<file path="config.mk">
export PLATFORM = sky130hd
export DESIGN_NAME = bcd_seq_addsub
export DESIGN_NICKNAME = d
export VERILOG_FILES = /design/src/rtl/bcd_pkg.sv /design/src/rtl/bcd_digit_add.sv /design/src/rtl/bcd_seq_addsub.sv
export SDC_FILE = /design/constraint.sdc
export NUM_CORES = 1
export LEC_CHECK = 0
export CAP_MARGIN = 20
export CORE_MARGIN = 2
export CORE_UTILIZATION = 30
export DETAILED_ROUTE_END_ITERATION = 8
export GPL_ROUTABILITY_DRIVEN = 0
export PLACE_DENSITY = 0.53
export SYNTH_ARGS = -nofsm -noshare
export SYNTH_HDL_FRONTEND = slang
export SYNTH_SLANG_ARGS = --single-unit
</file>
<file path="constraint.sdc">
create_clock -name clk -period 3.9 [get_ports clk]
set_input_delay 0.975 -clock clk [delete_from_list [all_inputs] [get_ports clk]]
set_output_delay 0.975 -clock clk [all_outputs]
set_load 0.05 [all_outputs]
</file>
<file path="src/rtl/bcd_pkg.sv">
// Shared constants and state encoding for the sequential BCD adder/subtractor.
package bcd_pkg;

    // Largest legal BCD digit and the decimal correction added when a digit sum overflows.
    localparam logic [3:0] BCD_MAX  = 4'd9;
    localparam logic [3:0] BCD_CORR = 4'd6;

    // Control state of the digit-serial engine.
    typedef enum logic [1:0] {
        IDLE = 2'd0,
        RUN  = 2'd1,
        DONE = 2'd2
    } state_t;

endpackage

</file>
<file path="src/rtl/bcd_digit_add.sv">
// Combinational single-digit BCD adder with decimal correction.
// The subtract path feeds the nine's complement of b in as bd_i, so this
// block serves both modes unchanged.
module bcd_digit_add
    import bcd_pkg::*;
(
    input  logic [3:0] a_i,
    input  logic [3:0] bd_i,
    input  logic       c_i,
    output logic [3:0] digit_o,
    output logic       c_o
);

    logic [4:0] t;

    // Binary digit sum, then +6 correction whenever the sum leaves the decimal range.
    always_comb begin
        t = {1'b0, a_i} + {1'b0, bd_i} + {4'b0000, c_i};
        if (t > {1'b0, BCD_MAX}) begin
            digit_o = t[3:0] + BCD_CORR;
            c_o     = 1'b1;
        end else begin
            digit_o = t[3:0];
            c_o     = 1'b0;
        end
    end

endmodule

</file>
<file path="src/rtl/bcd_seq_addsub.sv">
// Digit-serial multi-digit BCD adder/subtractor with a start/done handshake.
// One digit is processed per clock, least-significant first. Subtraction
// uses ten's complement: nine's complement of each b digit with an initial
// carry of 1. Operands are latched on accept and shifted right each RUN
// cycle so the working digit is always in the low nibble.
module bcd_seq_addsub
    import bcd_pkg::*;
#(
    parameter int DIGITS = 4
) (
    input  logic                  clk,
    input  logic                  rst_n,
    input  logic                  start,
    input  logic                  sub,
    input  logic                  carry_in,
    input  logic [4*DIGITS-1:0]   a,
    input  logic [4*DIGITS-1:0]   b,
    output logic                  busy,
    output logic                  done,
    output logic [4*DIGITS-1:0]   sum,
    output logic                  carry_out,
    output logic                  invalid
);

    localparam int W  = 4 * DIGITS;
    localparam int CW = (DIGITS > 1) ? $clog2(DIGITS) : 1;

    state_t          state_q;
    logic [CW-1:0]   cnt_q;
    logic [W-1:0]    a_q;
    logic [W-1:0]    b_q;
    logic            sub_q;
    logic            c_q;
    logic            busy_q;
    logic            done_q;
    logic [W-1:0]    sum_q;
    logic            carry_q;
    logic            invalid_q;

    logic [3:0]      bd_d;
    logic [3:0]      digit_d;
    logic            c_d;
    logic            bad_d;
    logic            last_d;

    // True when any digit of the operand lies outside 0..9.
    function automatic logic has_bad_digit(input logic [W-1:0] x);
        logic bad;
        bad = 1'b0;
        for (int i = 0; i < DIGITS; i++) begin
            if (x[4*i +: 4] > BCD_MAX) begin
                bad = 1'b1;
            end
        end
        return bad;
    endfunction

    // Operand digit selection for the current cycle and accept-time validity check.
    always_comb begin
        bd_d   = sub_q ? (BCD_MAX - b_q[3:0]) : b_q[3:0];
        bad_d  = has_bad_digit(a) | has_bad_digit(b);
        last_d = (cnt_q == CW'(DIGITS - 1));
    end

    bcd_digit_add u_digit (
        .a_i     (a_q[3:0]),
        .bd_i    (bd_d),
        .c_i     (c_q),
        .digit_o (digit_d),
        .c_o     (c_d)
    );

    // Control FSM with registered handshake outputs and digit-serial datapath.
    always_ff @(posedge clk) begin
        if (!rst_n) begin
            state_q   <= IDLE;
            cnt_q     <= '0;
            c_q       <= 1'b0;
            busy_q    <= 1'b0;
            done_q    <= 1'b0;
            sum_q     <= '0;
            carry_q   <= 1'b0;
            invalid_q <= 1'b0;
        end else begin
            done_q <= 1'b0;
            case (state_q)
                IDLE: begin
                    if (start) begin
                        a_q       <= a;
                        b_q       <= b;
                        sub_q     <= sub;
                        c_q       <= sub | carry_in;
                        cnt_q     <= '0;
                        sum_q     <= '0;
                        carry_q   <= 1'b0;
                        invalid_q <= bad_d;
                        if (bad_d) begin
                            state_q <= DONE;
                            done_q  <= 1'b1;
                        end else begin
                            state_q <= RUN;
                            busy_q  <= 1'b1;
                        end
                    end
                end
                RUN: begin
                    sum_q[{cnt_q, 2'b00} +: 4] <= digit_d;
                    c_q   <= c_d;
                    a_q   <= a_q >> 4;
                    b_q   <= b_q >> 4;
                    cnt_q <= cnt_q + CW'(1);
                    if (last_d) begin
                        state_q <= DONE;
                        busy_q  <= 1'b0;
                        done_q  <= 1'b1;
                        carry_q <= c_d;
                    end
                end
                DONE: begin
                    state_q <= IDLE;
                end
                default: begin
                    state_q <= IDLE;
                    busy_q  <= 1'b0;
                end
            endcase
        end
    end

    assign busy      = busy_q;
    assign done      = done_q;
    assign sum       = sum_q;
    assign carry_out = carry_q;
    assign invalid   = invalid_q;

endmodule

</file>
# == After elaboration in Yosys (flattened, before gate mapping) ==
# Cells that the tools add are included.
# totals
ff_bits,58
input_bits,37
output_inout_bits,20
elab_cells,83
# classes
addsub,6
n_lt_le_gt_ge,9
eq_ne,6
n_shift,2
muxes,37
n_bitwise,3
n_reduce_logical,9
# op_table
cell,n
$pmux W16 S2,3
$mux W16,3
$gt A4 B4 Y1 const B,8
$mux W1,18
$bwmux W16,1
$shift A4 B6 Y16 const A,1
$shiftx A4 B6 Y16,1
$reduce_and A3 Y1,3
$mux W2,4
$mux W4,2
$pmux W2 S2,2
$ne A2 B2 Y1 const B,3
$neg A4 Y6,1
$pmux W1 S2,3
$reduce_and A2 Y1,3
$add A4 B4 Y5,1
$add A5 B1 Y5,1
$gt A5 B4 Y1 const B,1
$add A4 B3 Y4 const B,1
$eq A2 B2 Y1 const B,2
$reduce_and A4 Y1,1
$sub A4 B4 Y4 const A,1
$pmux W1 S3,1
$add A2 B1 Y2 const B,1
5 further kinds,6

# == Logic depth before layout (Yosys ltp) ==
# logic_depth
word_depth,9
mapped_depth,12
ltp_nobuf,12

# == By module ==
# A second synthesis with hierarchy kept.
# hier_totals
cells_unflattened,274
hier_area_um2,2743.9
# by_module_without_submodules
mod,n_inst,cells_each,area_each_um2,seq_area_each_um2
bcd_seq_addsub,1,252,2532.4,1491.4
bcd_digit_add,1,22,211.5,0.0

# == Worst setup path after synthesis ==
# Ideal clock, no wire load.
# synth_timing
path_kind,input to register
start,input port rst_n
end,register a_q[0] (enable)
arrival_time_ns,2.569
required_time_ns,3.479
path_slack_ns,0.910
cell_stages,3
path_buffers,1
cell_sequence,buf_2 > nand2_1 > nor2_1
# synth_via
elab_chain_cells,1
# synth_rtl
element,line,source
start: declaration,bcd_seq_addsub.sv:12,"input logic rst_n,"
$reduce_and A3 Y1 (no source line),n/a,
end signal: assignment,bcd_seq_addsub.sv:109,a_q <= a_q >> 4;
end: declaration,bcd_seq_addsub.sv:30,logic [W-1:0] a_q;
# No other way between the ends.
# A chain may end at the register's enable or synchronous reset.

# == Worst setup path in the final report ==
# layout_timing
start,register sub_q
end,register sum_q[5] (netlist: sum[5])
# layout_via
elab_chain_cells,8
# layout_rtl
element,line,source
start: declaration,bcd_seq_addsub.sv:32,logic sub_q;
start signal: assignment,bcd_seq_addsub.sv:91,sub_q <= sub;
$mux W4 (*),bcd_seq_addsub.sv:60,bd_d = sub_q ? (BCD_MAX - b_q[3:0]) : b_q[3:0];
$add A4 B4 Y5 (*),bcd_digit_add.sv:18,"t = {1'b0, a_i} + {1'b0, bd_i} + {4'b0000, c_i};"
$add A5 B1 Y5 (*),bcd_digit_add.sv:18,
$add A4 B3 Y4 / $gt A5 B4 Y1 (equally long branches),"bcd_digit_add.sv:20, bcd_digit_add.sv:19",
$mux W4 (*),bcd_digit_add.sv:19,"if (t > {1'b0, BCD_MAX}) begin"
$shiftx A4 B6 Y16 (*),bcd_seq_addsub.sv:107,"sum_q[{cnt_q, 2'b00} +: 4] <= digit_d;"
$bwmux W16 (*),bcd_seq_addsub.sv:107,
$pmux W16 S2 (*),bcd_seq_addsub.sv:86,case (state_q)
end signal: indexed assignment,bcd_seq_addsub.sv:107,
end: declaration,bcd_seq_addsub.sv:36,logic [W-1:0] sum_q;
# Mark *: on every way between the ends. The rest lies on a longest branch, timed or not.

==> run metrics <==
Netlist Area Pre-Place=2726 sq um; type of the worst setup path=reg -> reg; post_cts resized=0; WL/cell=13.22 microns; ys async rst share=0%; met2 usage=20.84%; Req. time, crit path=4.17 ns; sequential share of power=43.9%; antenna-violating nets left=0; DP Cell Count=445; DRC=0; clk sinks=58; top-count cell post-synth=nand2_1; Top Ports=57; Synth top area share=36.35%; vias in the first global route=2089; FF+latch count, synth=58; full die area=9866 sq um; status=finished, final reports clean; CTS H-tree depth=3; # setup viols final=0; Vias=2120; Mapped Nets=336; largest net degree at the start of global routing=36; met3 usage=3.795%; Final Non-Filler Cells=461; global-route wire length before repair=10.11 mm; max incr delay on CP=0.63 ns; initial antenna violation count=0; die height=99.33 microns; switching share of power=23.20%; Worst Tran Pin Value=0.5016 ns; synth top area cells=edfxtp_1, dfxtp_1, nand2_1, ha_1, o21ai_0; starting density of the core=31.11%; Worst Skew=0.01128 ns; EDFF count, synth=33; die width=99.33 microns; Ys Warns=0; Pre-antenna DRT Iters=4; post-synthesis cell type count=37; Mean Syn Cell Area=9.467 sq um; Hold Path Class=reg -> reg; CP arrival=3.25 ns; hold violation count in the final report=0; synthesized instance count=288; max-cap violations=0; Clock Path Buffers=2; CTS tree=done; Rel. slew slack=66.45%; Comb pwr share=12.4%; overall routing resource usage=13.16%; R2R Setup Slk=0.92 ns; vias per std cell=4.599; largest area contributor in the netlist=edfxtp_1; Reg2Reg Depth=11; CTS root buf=clkbuf_8; post-DP HPWL=4.334 mm; Final Critical Period=2.984 ns; # nets final=396; startpoint types=register; Worst VDD drop=0.0001925 V; number of buffers added on ports=56; Synth top cells by count=nand2_1, edfxtp_1, dfxtp_1, o21ai_0, and2_1; row count=34; core area=8763 sq um; crit path to=sum[5]; r2r startpoint=sub_q; Setup crit start=sub_q; Clock Power Share=43.6%; RSZ-0062 raised after global routing=false; RR Endpoint=sum[5]; WP depth=11; Fin Setup TNS=0 ns; slowest CP cell=fa_1; GR peak layer=met2; crit end category=register; crit-path cells=xnor2_1 > fa_1 > inv_1 > fa_1 > inv_1 > ha_1 > a22o_1 > o31a_4 > xnor2_4 > nand4_1 > a21boi_1; leak pwr=0.001407 uW; Primary FF master, synth=edfxtp_1; final period utilization=76.51%; grt total ovfl=0; hold_buf cts=0; layout cells sized above 1=7.082%; Int Pwr=1183 uW; Final Max Tran Viols=0; met1 Track Usage GR=17.33%; Post CTS Setup Buffer Count=0; power per standard cell area=421.6 nW/um^2; area grow syn2layout=34.05%; CTS clk-pin slew, worst paths=0.07 ns; CP Max Fanout=4; part of the Yosys area used for sequential elements=54.70%; Iteration-0 DRC Markers=77; CP delay by family, top=adder cells; Ant. Diodes=0; CP bufs+invs=2; CTS Buf Count=9; P_sw=357.5 uW; WL final=6.095 mm; clk_lat worst skew=0.33 ns; Fillers=896; fmax=335.1 MHz
worst register-to-register path, delay by kind of cell, from the launching register on:
kind | cells | cell delay (ns)
XOR/XNOR | 2 | 0.46
adder cells (fa/ha/maj) | 3 | 1.07
flip-flops | 1 | 0.43
buffers and inverters | 2 | 0.12
AO/OA/AOI/OAI | 3 | 0.72
AND/OR/NAND/NOR | 1 | 0.12
cells in the final DEF (no fill, tap or decap), drive strengths merged, types with 3 or more instances in the layout:
cell type,n
a21boi,4
a21oi,12
and2,14
buf,4
bufinv,3
clkbuf,9
clkdlybuf4s50,56
dfxtp,25
edfxtp,33
ha,9
inv,10
nand2,85
nand2b,3
nand3,10
nand4,4
nor2,13
nor2b,5
o21ai,25
xnor2,4
power groups by stage:
stage                     logic [uW]  registers, uW  clock network (uW)
after floorplan                  113            694                   0
after global placement           190            691                   0
after detailed placement         192            690                   0
after CTS                        194            677                 690
after global routing             213            679                 718
final                            192            677                 673
through the flow:
| stage | setup WS [ns] | hold WS [ns] | cell area [sq um] | power (uW) | utilization, % |
|---|---|---|---|---|---|
| after CTS | 0.8913 | 0.4667 | 3655 | 1560 | 41.70 |
| after global placement | 1.033 | 0.4483 | 3413 | 880.2 | 38.95 |
| after floorplan | 0.9099 | 0.4836 | 2726 | 807.2 | - |
| final | 0.9160 | 0.4623 | 3655 | 1541 | 41.70 |
| after detailed placement | 0.9186 | 0.4561 | 3413 | 882.2 | 38.95 |
| after global routing | 0.6558 | 0.5094 | 3655 | 1610 | 41.70 |
worst min-delay path by stage:
stage	start	endpoint	slack, ns	cells after the start
after floorplan	a_q[4]	a_q[0]	0.48	2
after global placement	sum[5]	sum[5]	0.45	2
after detailed placement	sum[5]	sum[5]	0.46	2
after CTS	sum[5]	sum[5]	0.47	2
after global routing	sum[5]	sum[5]	0.51	2
final	sum[5]	sum[5]	0.46	2
kinds of logic (layout without fill, tap and decap cells):
| kind of cell | count (synthesis) | after routing | share of synthesized area, % |
|---|---|---|---|
| and+or+nand+nor | 143 | 143 | 23.45 |
| DFF | 58 | 58 | 54.70 |
| AOI/OAI and AO/OA | 49 | 49 | 10.56 |
| buffers and inverters | 21 | 86 | 2.983 |
| adders and majority gates | 11 | 11 | 5.599 |
| xor gates and xnor gates | 4 | 4 | 1.974 |
| muxes | 2 | 2 | 0.7343 |
layout make-up:
class	count	area [sq um]	share of cell area, %
Clock buffer	9	123.9	3.389
Timing Repair Buffer	60	590.6	16.16
Sequential cell	58	1491	40.81
Clock inverter	7	117.6	3.218
Multi-Input combinational cell	209	1159	31.70
Tap cell	108	135.1	3.697
Inverter	10	37.54	1.027
sequential cells by signal, indices dropped and copies added, names as in the netlist:
name       count
sub_q          1
a_q           16
carry_out      1
b_q           16
busy           1
done           1
c_q            1
invalid        1
sum           16
cnt_q          2
state_q        2
routing by layer:
metal / vias up / part of all wire, % / routed length, microns
met5: - / 0 / 0
met4: 0 / 1.5 / 93
met3: 8 / 4.3 / 265
met2: 41 / 47 / 2838
met1: 977 / 48 / 2898
li1: 1094 / - / -
No activity file was read; power rests on OpenSTA's default activity.
